[src/rtl/rayforge_q_pkg.sv]
// Shared Q8.4 constants, FSM state codes and the bit-pair square-root step used by
// both the combinational and iterative (NORMALIZE_SQRT_ITER_EN) root implementations.
package rayforge_q_pkg;

  localparam int unsigned WIDTH  = 12;
  localparam int unsigned FRAC   = 4;
  localparam int unsigned ACC_W  = 2 * WIDTH;
  localparam int unsigned SQRT_W = 8;
  localparam int unsigned RAD_W  = 16;
  localparam int          MAX_Q  = 2047;
  localparam int          MIN_Q  = -2048;

  typedef logic [2:0] state_t;

  localparam state_t StIdle = 3'd0;
  localparam state_t StSq   = 3'd1;
  localparam state_t StRoot = 3'd2;
  localparam state_t StDiv  = 3'd3;
  localparam state_t StDone = 3'd4;

  typedef struct packed {
    logic [9:0]        rem;
    logic [SQRT_W-1:0] root;
  } sqrt_step_t;

  // One restoring step: bring down the next radicand bit pair and try root*4+1.
  function automatic sqrt_step_t sqrt_step(input logic [9:0] rem, input logic [SQRT_W-1:0] root,
                                           input logic [1:0] pair);
    sqrt_step_t  res;
    logic [11:0] cur;
    logic [11:0] trial;
    cur   = {rem, pair};
    trial = {2'b00, root, 2'b01};
    if (cur >= trial) begin
      res.rem  = 10'(cur - trial);
      res.root = {root[SQRT_W-2:0], 1'b1};
    end else begin
      res.rem  = cur[9:0];
      res.root = {root[SQRT_W-2:0], 1'b0};
    end
    return res;
  endfunction

  function automatic logic [SQRT_W-1:0] isqrt16(input logic [RAD_W-1:0] x);
    sqrt_step_t s;
    s = '0;
    for (int i = SQRT_W - 1; i >= 0; i--) begin
      s = sqrt_step(s.rem, s.root, x[2*i +: 2]);
    end
    return s.root;
  endfunction

endpackage

[src/rtl/vec3_normalize_seq_if.sv]
// Input/output handshake bundle for vec3_normalize_seq; slave is the normalizer side.
interface vec3_normalize_seq_if;
  import rayforge_q_pkg::*;

  logic                    inValid;
  logic                    inReady;
  logic signed [WIDTH-1:0] inX;
  logic signed [WIDTH-1:0] inY;
  logic signed [WIDTH-1:0] inZ;
  logic                    outValid;
  logic                    outReady;
  logic signed [WIDTH-1:0] outX;
  logic signed [WIDTH-1:0] outY;
  logic signed [WIDTH-1:0] outZ;
  logic                    zeroFlag;

  modport master (
    output inValid, inX, inY, inZ, outReady,
    input  inReady, outValid, outX, outY, outZ, zeroFlag
  );

  modport slave (
    input  inValid, inX, inY, inZ, outReady,
    output inReady, outValid, outX, outY, outZ, zeroFlag
  );

endinterface

[src/rtl/fixed_point_div.sv]
// Signed Q8.4 divide by an unsigned magnitude: truncates toward zero, saturates to Q8.4.
module fixed_point_div
  import rayforge_q_pkg::*;
(
  input  logic signed [WIDTH+FRAC-1:0] num,
  input  logic        [SQRT_W-1:0]     den,
  output logic signed [WIDTH-1:0]      quo
);

  logic signed [WIDTH+FRAC:0] n_ext;
  logic signed [WIDTH+FRAC:0] d_ext;
  logic signed [WIDTH+FRAC:0] q_full;

  always_comb begin
    n_ext  = {num[WIDTH+FRAC-1], num};
    d_ext  = {{(WIDTH + FRAC + 1 - SQRT_W){1'b0}}, den};
    q_full = '0;
    if (den != '0) begin
      q_full = n_ext / d_ext;
    end
    if (q_full > MAX_Q) begin
      quo = WIDTH'(MAX_Q);
    end else if (q_full < MIN_Q) begin
      quo = WIDTH'(MIN_Q);
    end else begin
      quo = q_full[WIDTH-1:0];
    end
  end

endmodule

[src/rtl/sqrt_iter_unit.sv]
// Restoring bit-pair square root, one root bit per cycle; the first step runs on the start
// cycle and done/root are combinational on the eighth, so results match isqrt16 exactly.
module sqrt_iter_unit
  import rayforge_q_pkg::*;
(
  input  logic              clk,
  input  logic              rst_n,
  input  logic              start,
  input  logic [RAD_W-1:0]  radicand,
  output logic              busy,
  output logic              done,
  output logic [SQRT_W-1:0] root
);

  logic              busy_q;
  logic [2:0]        cnt_q;
  logic [9:0]        rem_q;
  logic [SQRT_W-1:0] root_q;
  logic [RAD_W-3:0]  rad_q;
  logic [RAD_W-3:0]  rad_n;
  sqrt_step_t        step;

  always_comb begin
    if (start) begin
      step  = sqrt_step(10'd0, '0, radicand[RAD_W-1 -: 2]);
      rad_n = radicand[RAD_W-3:0];
    end else begin
      step  = sqrt_step(rem_q, root_q, rad_q[RAD_W-3 -: 2]);
      rad_n = {rad_q[RAD_W-5:0], 2'b00};
    end
  end

  assign busy = busy_q;
  assign done = busy_q && (cnt_q == 3'd7);
  assign root = step.root;

  always_ff @(posedge clk or negedge rst_n) begin
    if (!rst_n) begin
      busy_q <= 1'b0;
      cnt_q  <= '0;
      rem_q  <= '0;
      root_q <= '0;
      rad_q  <= '0;
    end else if (start || busy_q) begin
      busy_q <= !done;
      cnt_q  <= start ? 3'd1 : cnt_q + 3'd1;
      rem_q  <= step.rem;
      root_q <= step.root;
      rad_q  <= rad_n;
    end
  end

endmodule

[src/rtl/vec3_normalize_seq.sv]
// Sequenced Q8.4 3D vector normalizer sharing one multiplier, sqrt and divider.
// Define NORMALIZE_SQRT_ITER_EN for the 8-cycle iterative root instead of the combinational one.
module vec3_normalize_seq
  import rayforge_q_pkg::*;
(
  input  logic                 clk,
  input  logic                 rst_n,
  vec3_normalize_seq_if.slave  bus
);

  state_t                  state_q, state_d;
  logic [1:0]              idx_q, idx_d;
  logic [ACC_W-1:0]        acc_q, acc_d;
  logic signed [WIDTH-1:0] vx_q, vx_d, vy_q, vy_d, vz_q, vz_d;
  logic [SQRT_W-1:0]       mag_q, mag_d;
  logic signed [WIDTH-1:0] ox_q, ox_d, oy_q, oy_d, oz_q, oz_d;
  logic                    zero_q, zero_d;

  logic signed [WIDTH-1:0]      cur_v;
  logic signed [ACC_W-1:0]      sq_prod;
  logic [10:0]                  mag2;
  logic [RAD_W-1:0]             radicand;
  logic                         root_ready;
  logic [SQRT_W-1:0]            root_val;
  logic signed [WIDTH+FRAC-1:0] div_num;
  logic signed [WIDTH-1:0]      quo;

  always_comb begin
    case (idx_q)
      2'd0:    cur_v = vx_q;
      2'd1:    cur_v = vy_q;
      default: cur_v = vz_q;
    endcase
  end

  assign sq_prod  = cur_v * cur_v;
  assign mag2     = (acc_q > ACC_W'(MAX_Q)) ? 11'(MAX_Q) : acc_q[10:0];
  assign radicand = {1'b0, mag2, {FRAC{1'b0}}};
  assign div_num  = {cur_v, {FRAC{1'b0}}};

`ifdef NORMALIZE_SQRT_ITER_EN
  logic sq_start;
  logic sq_busy;

  assign sq_start = (state_q == StRoot) && !sq_busy;

  sqrt_iter_unit u_sqrt (
    .clk      (clk),
    .rst_n    (rst_n),
    .start    (sq_start),
    .radicand (radicand),
    .busy     (sq_busy),
    .done     (root_ready),
    .root     (root_val)
  );
`else
  assign root_ready = 1'b1;
  assign root_val   = isqrt16(radicand);
`endif

  fixed_point_div u_div (
    .num (div_num),
    .den (mag_q),
    .quo (quo)
  );

  always_comb begin
    state_d = state_q;
    idx_d   = idx_q;
    acc_d   = acc_q;
    vx_d    = vx_q;
    vy_d    = vy_q;
    vz_d    = vz_q;
    mag_d   = mag_q;
    ox_d    = ox_q;
    oy_d    = oy_q;
    oz_d    = oz_q;
    zero_d  = zero_q;
    case (state_q)
      StIdle: begin
        if (bus.inValid) begin
          vx_d    = bus.inX;
          vy_d    = bus.inY;
          vz_d    = bus.inZ;
          acc_d   = '0;
          idx_d   = '0;
          zero_d  = 1'b0;
          state_d = StSq;
        end
      end
      StSq: begin
        // Squares are non-negative, so the arithmetic shift is a plain floor.
        acc_d = acc_q + $unsigned(sq_prod >>> FRAC);
        if (idx_q == 2'd2) begin
          idx_d   = '0;
          state_d = StRoot;
        end else begin
          idx_d = idx_q + 2'd1;
        end
      end
      StRoot: begin
        if (root_ready) begin
          if (root_val == '0) begin
            zero_d  = 1'b1;
            ox_d    = '0;
            oy_d    = '0;
            oz_d    = '0;
            state_d = StDone;
          end else begin
            mag_d   = root_val;
            state_d = StDiv;
          end
        end
      end
      StDiv: begin
        case (idx_q)
          2'd0:    ox_d = quo;
          2'd1:    oy_d = quo;
          default: oz_d = quo;
        endcase
        if (idx_q == 2'd2) begin
          idx_d   = '0;
          state_d = StDone;
        end else begin
          idx_d = idx_q + 2'd1;
        end
      end
      StDone: begin
        if (bus.outReady) begin
          state_d = StIdle;
        end
      end
      default: state_d = StIdle;
    endcase
  end

  always_ff @(posedge clk or negedge rst_n) begin
    if (!rst_n) begin
      state_q <= StIdle;
      idx_q   <= '0;
      acc_q   <= '0;
      vx_q    <= '0;
      vy_q    <= '0;
      vz_q    <= '0;
      mag_q   <= '0;
      ox_q    <= '0;
      oy_q    <= '0;
      oz_q    <= '0;
      zero_q  <= 1'b0;
    end else begin
      state_q <= state_d;
      idx_q   <= idx_d;
      acc_q   <= acc_d;
      vx_q    <= vx_d;
      vy_q    <= vy_d;
      vz_q    <= vz_d;
      mag_q   <= mag_d;
      ox_q    <= ox_d;
      oy_q    <= oy_d;
      oz_q    <= oz_d;
      zero_q  <= zero_d;
    end
  end

  assign bus.inReady  = (state_q == StIdle);
  assign bus.outValid = (state_q == StDone);
  assign bus.outX     = ox_q;
  assign bus.outY     = oy_q;
  assign bus.outZ     = oz_q;
  assign bus.zeroFlag = zero_q;

endmodule

[src/flat_wrapper.sv]
// flat-port wrapper written by rule: the top's interface ports become plain ports
module vec3_normalize_seq_flat import rayforge_q_pkg::*;
  (clk, rst_n, bus_inValid, bus_inX, bus_inY, bus_inZ, bus_outReady, bus_inReady, bus_outValid, bus_outX, bus_outY, bus_outZ, bus_zeroFlag);
  vec3_normalize_seq_if bus_i ();
  input  logic clk;
  input  logic rst_n;
  input wire logic [$bits(bus_i.inValid)-1:0] bus_inValid;
  input wire logic [$bits(bus_i.inX)-1:0] bus_inX;
  input wire logic [$bits(bus_i.inY)-1:0] bus_inY;
  input wire logic [$bits(bus_i.inZ)-1:0] bus_inZ;
  input wire logic [$bits(bus_i.outReady)-1:0] bus_outReady;
  output wire logic [$bits(bus_i.inReady)-1:0] bus_inReady;
  output wire logic [$bits(bus_i.outValid)-1:0] bus_outValid;
  output wire logic [$bits(bus_i.outX)-1:0] bus_outX;
  output wire logic [$bits(bus_i.outY)-1:0] bus_outY;
  output wire logic [$bits(bus_i.outZ)-1:0] bus_outZ;
  output wire logic [$bits(bus_i.zeroFlag)-1:0] bus_zeroFlag;
  assign bus_i.inValid = bus_inValid;
  assign bus_i.inX = bus_inX;
  assign bus_i.inY = bus_inY;
  assign bus_i.inZ = bus_inZ;
  assign bus_i.outReady = bus_outReady;
  assign bus_inReady = bus_i.inReady;
  assign bus_outValid = bus_i.outValid;
  assign bus_outX = bus_i.outX;
  assign bus_outY = bus_i.outY;
  assign bus_outZ = bus_i.outZ;
  assign bus_zeroFlag = bus_i.zeroFlag;
  vec3_normalize_seq u_core (.clk(clk), .rst_n(rst_n), .bus(bus_i));
endmodule
[config.mk]
export PLATFORM = sky130hd
export DESIGN_NAME = vec3_normalize_seq_flat
export DESIGN_NICKNAME = d
export VERILOG_FILES = /design/src/rtl/rayforge_q_pkg.sv /design/src/rtl/vec3_normalize_seq_if.sv /design/src/rtl/fixed_point_div.sv /design/src/rtl/sqrt_iter_unit.sv /design/src/rtl/vec3_normalize_seq.sv /design/src/flat_wrapper.sv
export SDC_FILE = /design/constraint.sdc
export NUM_CORES = 1
export LEC_CHECK = 0
export BUFFER_PORTS_ARGS = -buffer_cell sky130_fd_sc_hd__buf_2
export CAP_MARGIN = 20
export CELL_PAD_IN_SITES_DETAIL_PLACEMENT = 0
export CELL_PAD_IN_SITES_GLOBAL_PLACEMENT = 2
export CORE_ASPECT_RATIO = 0.9
export CORE_MARGIN = 1.5
export CORE_UTILIZATION = 27
export CTS_BUF_LIST = sky130_fd_sc_hd__clkbuf_2 sky130_fd_sc_hd__clkbuf_4 sky130_fd_sc_hd__clkbuf_8
export CTS_CLUSTER_SIZE = 40
export DETAILED_ROUTE_END_ITERATION = 7
export PLACE_DENSITY = 0.69
export SYNTH_ARGS = -nofsm -noshare
export SYNTH_HDL_FRONTEND = slang
export SYNTH_SLANG_ARGS = --single-unit
[constraint.sdc]
create_clock -name clk -period 51.1 [get_ports clk]
set_input_delay 10.22 -clock clk [delete_from_list [all_inputs] [get_ports clk]]
set_output_delay 10.22 -clock clk [all_outputs]
set_load 0.05 [all_outputs]
==> impl_metrics.toml <==
[grt]
grt_usage = 0.171
grt_overflow = 0
grt_antenna_before_repair = 0
grt_max_degree = 66
grt_pass1_wl_mm = 100
grt_pass1_vias = 17600

[finish]
multi_input_area_sq_um = 15500
drive_gt1_frac = 0.0976
diodes = 0
nets = 2843
fill_cells = 7637
regArea_sq_um = 2750
area_growth_syn_to_layout_pct = 8.96

[yosys]
synth-compound-area-share = 0.226
yosys.area_share.simple = 0.204
async_flop_share = 1.00
avgSynthCellArea_sq_um = 8.04
synthDistinctLibCells = 107
synth-seq-cells = 110
seq_area_frac_synth = 0.142
syn_nets = 2797
synth-xor-area-share = 0.0579
synth_top_family_by_area = "adder cells"
synth-adder-area-share = 0.274
synth_cells = 2408
synth.mux.area_fraction = 0.0361
synth-edff-count = 0
ys_warn_count = 0
synth-main-ff-cell = "dfrtp_1"
syn-cell-area_sq_um = 19400

[worst_setup_path]
cp_slowest_cell = "a21oi_1"
crit_path_end_kind = "flop"
worstReg2RegStart = "u_core.idx_q[1]"
cp.arrival_ns = 41.82
cp_max_fo = 40
startpoint_type = "flop"
crit_path_frequent_cell = "ha_1"
required_ns = 51.46
rrSetupSlack_ns = 9.63
reg2reg_to = "u_core.bus.outX[6]"
cp_slowest_stage_delay_ns = 0.76
critPathKind = "flop to flop"
reg2reg_depth = 159

[hold_path]
hold_class = "flop to flop"
hold_end = "u_core.vy_q[2]"
hp-start = "u_core.vy_q[2]"
whs_path_depth = 2

[cts]
cts_resized = 0
clk_pin_slew_ns = 0.14
clock_latency_ns = 0.46
cts_htree_levels = 3
holdBufCountCts = 0
cts_tree = "built"
clk_path_buf_depth = 2
cts.sink_count = 110
post-cts-setup-buffers = 0
cts_buffers = 9
root_buffer = "clkbuf_8"

[routing]
drc = 0
vias = 17800
drt_iter0_markers = 1109
wire_per_inst_um = 18.6
ant_nets = 0
drt_first_pass_iters = 5
drt-total-wl_mm = 63.2
vias_per_cell = 5.23

[placed_design]
numPortBuffers = 78
dp_hpwl_mm = 50.5
gp_congestion = 0.885

[die]
die-area_sq_um = 73300
fp.dieH_um = 257
ios = 79
chipWidth_um = 285
start_util = 0.275
rows = 92
core_area_sq_um = 70400

[timing]
setup_viol = 0
clock_skew_ns = 0.0221
fmax_mhz = 24.1
period_share = 0.812
finalSetupTns_ns = 0
rsz0062_at_grt = "false"
hold_violations = 0
relSlewSlack = 0.349
drv_slew = 0
period_minus_slack_ns = 41.47
max_slew.worst_pin.slew_ns = 0.976

[job]
max_cap_violations = 0

[run_status]
status = "complete, no violations"
sequential cells by signal, summed over array words and instances (netlist names):
| signal | cells |
|---|---|
| u_core.bus.zeroFlag | 1 |
| u_core.bus.outY | 12 |
| u_core.vy_q | 12 |
| u_core.mag_q | 8 |
| u_core.bus.outX | 12 |
| u_core.idx_q | 2 |
| u_core.state_q | 3 |
| u_core.vx_q | 12 |
| u_core.acc_q | 24 |
| u_core.bus.outZ | 12 |
| u_core.vz_q | 12 |
placed cells by master, fill, tap and decap left out, types with 73 or more instances in the layout:
| master | synthesis | routed |
|---|---|---|
| a21oi_1 | 140 | 140 |
| buf_2 | 6 | 77 |
| dfrtp_1 | 110 | 110 |
| fa_1 | 125 | 125 |
| ha_1 | 224 | 224 |
| inv_1 | 212 | 212 |
| nand2_1 | 285 | 284 |
| nor2_1 | 214 | 213 |
| nor3_1 | 73 | 73 |
| o21ai_0 | 122 | 119 |
| xnor2_1 | 98 | 98 |
worst max path at each step:
stage	from	to	slack (ns)	cells after the start
2_1_floorplan	u_core.idx_q[1]	u_core.bus.outY[3]	14.83	168
3_3_place_gp	u_core.idx_q[1]	u_core.bus.outX[6]	10.30	154
3_5_place_dp	u_core.idx_q[1]	u_core.bus.outX[6]	9.85	159
4_1_cts	u_core.idx_q[1]	u_core.bus.outX[6]	9.64	159
5_1_grt	u_core.idx_q[1]	u_core.bus.outY[1]	6.05	160
6_report	u_core.idx_q[1]	u_core.bus.outX[6]	9.63	159
critical path: cells and delay by family, from the launching register on:
| family | cells | cell delay (ns) |
|---|---|---|
| mux | 7 | 2.37 |
| compound gates | 84 | 19.98 |
| flops | 1 | 0.57 |
| buf+inv | 7 | 1.96 |
| simple gates | 42 | 10.62 |
| fa+ha+maj | 19 | 5.79 |
cells in the mapped netlist, types with 23 or more instances:
library cell | n | share of area
mux2i_1 | 35 | 0.018
o21ai_0 | 122 | 0.032
o31ai_1 | 32 | 0.012
nand3_1 | 70 | 0.018
clkbuf_1 | 55 | 0.011
nand2_1 | 285 | 0.055
xor2_1 | 28 | 0.013
inv_1 | 212 | 0.041
nor2_1 | 214 | 0.042
ha_1 | 224 | 0.14
o21a_1 | 52 | 0.020
xnor2_1 | 98 | 0.044
dfrtp_1 | 110 | 0.14
mux2_2 | 29 | 0.017
fa_1 | 125 | 0.13
a21oi_1 | 140 | 0.036
nor3_1 | 73 | 0.019
a21o_1 | 53 | 0.021
o211ai_1 | 25 | 0.0097
nand4_1 | 23 | 0.0074
o21bai_1 | 29 | 0.011
layout make-up:
class                   instances  area share
repair buffers                112      0.0310
multi-input cells            2005       0.734
clock inverters                 7     0.00433
well taps                     940      0.0558
inverters                     216      0.0384
clock buffers                   9     0.00587
flip-flops and latches        110       0.131
cells by family after synthesis:
kind of cell	Yosys count
AO/OA/AOI/OAI	632
XOR/XNOR	127
adder cells (fa/ha/maj)	349
buffers and inverters	293
flip-flops	110
multiplexers	66
AND/OR/NAND/NOR	831
metrics by stage:
stage	std cells	setup slack [ns]	utilization	hold WS, ns	instance area [sq um]
3_3_place_gp	3380	10.30	0.296	0.459	20800
4_1_cts	3398	9.64	0.299	0.491	21100
3_5_place_dp	3382	9.85	0.296	0.459	20900
6_report	3399	9.63	0.299	0.485	21100
5_1_grt	3399	6.05	0.299	0.511	21100
2_1_floorplan	2408	14.83	-	0.438	19400
metal layers:
metal  vias up  global-route usage  routed length [um]
met3        43              0.0135                2350
met4         0              0.0294                 731
met5         -                   0                   0
met2       385               0.274               28400
li1       8626                   -                   -
met1      8713               0.251               31700
Power is not shown: default switching activity piles up to over one toggle a cycle in this logic, so the estimate is an artifact.
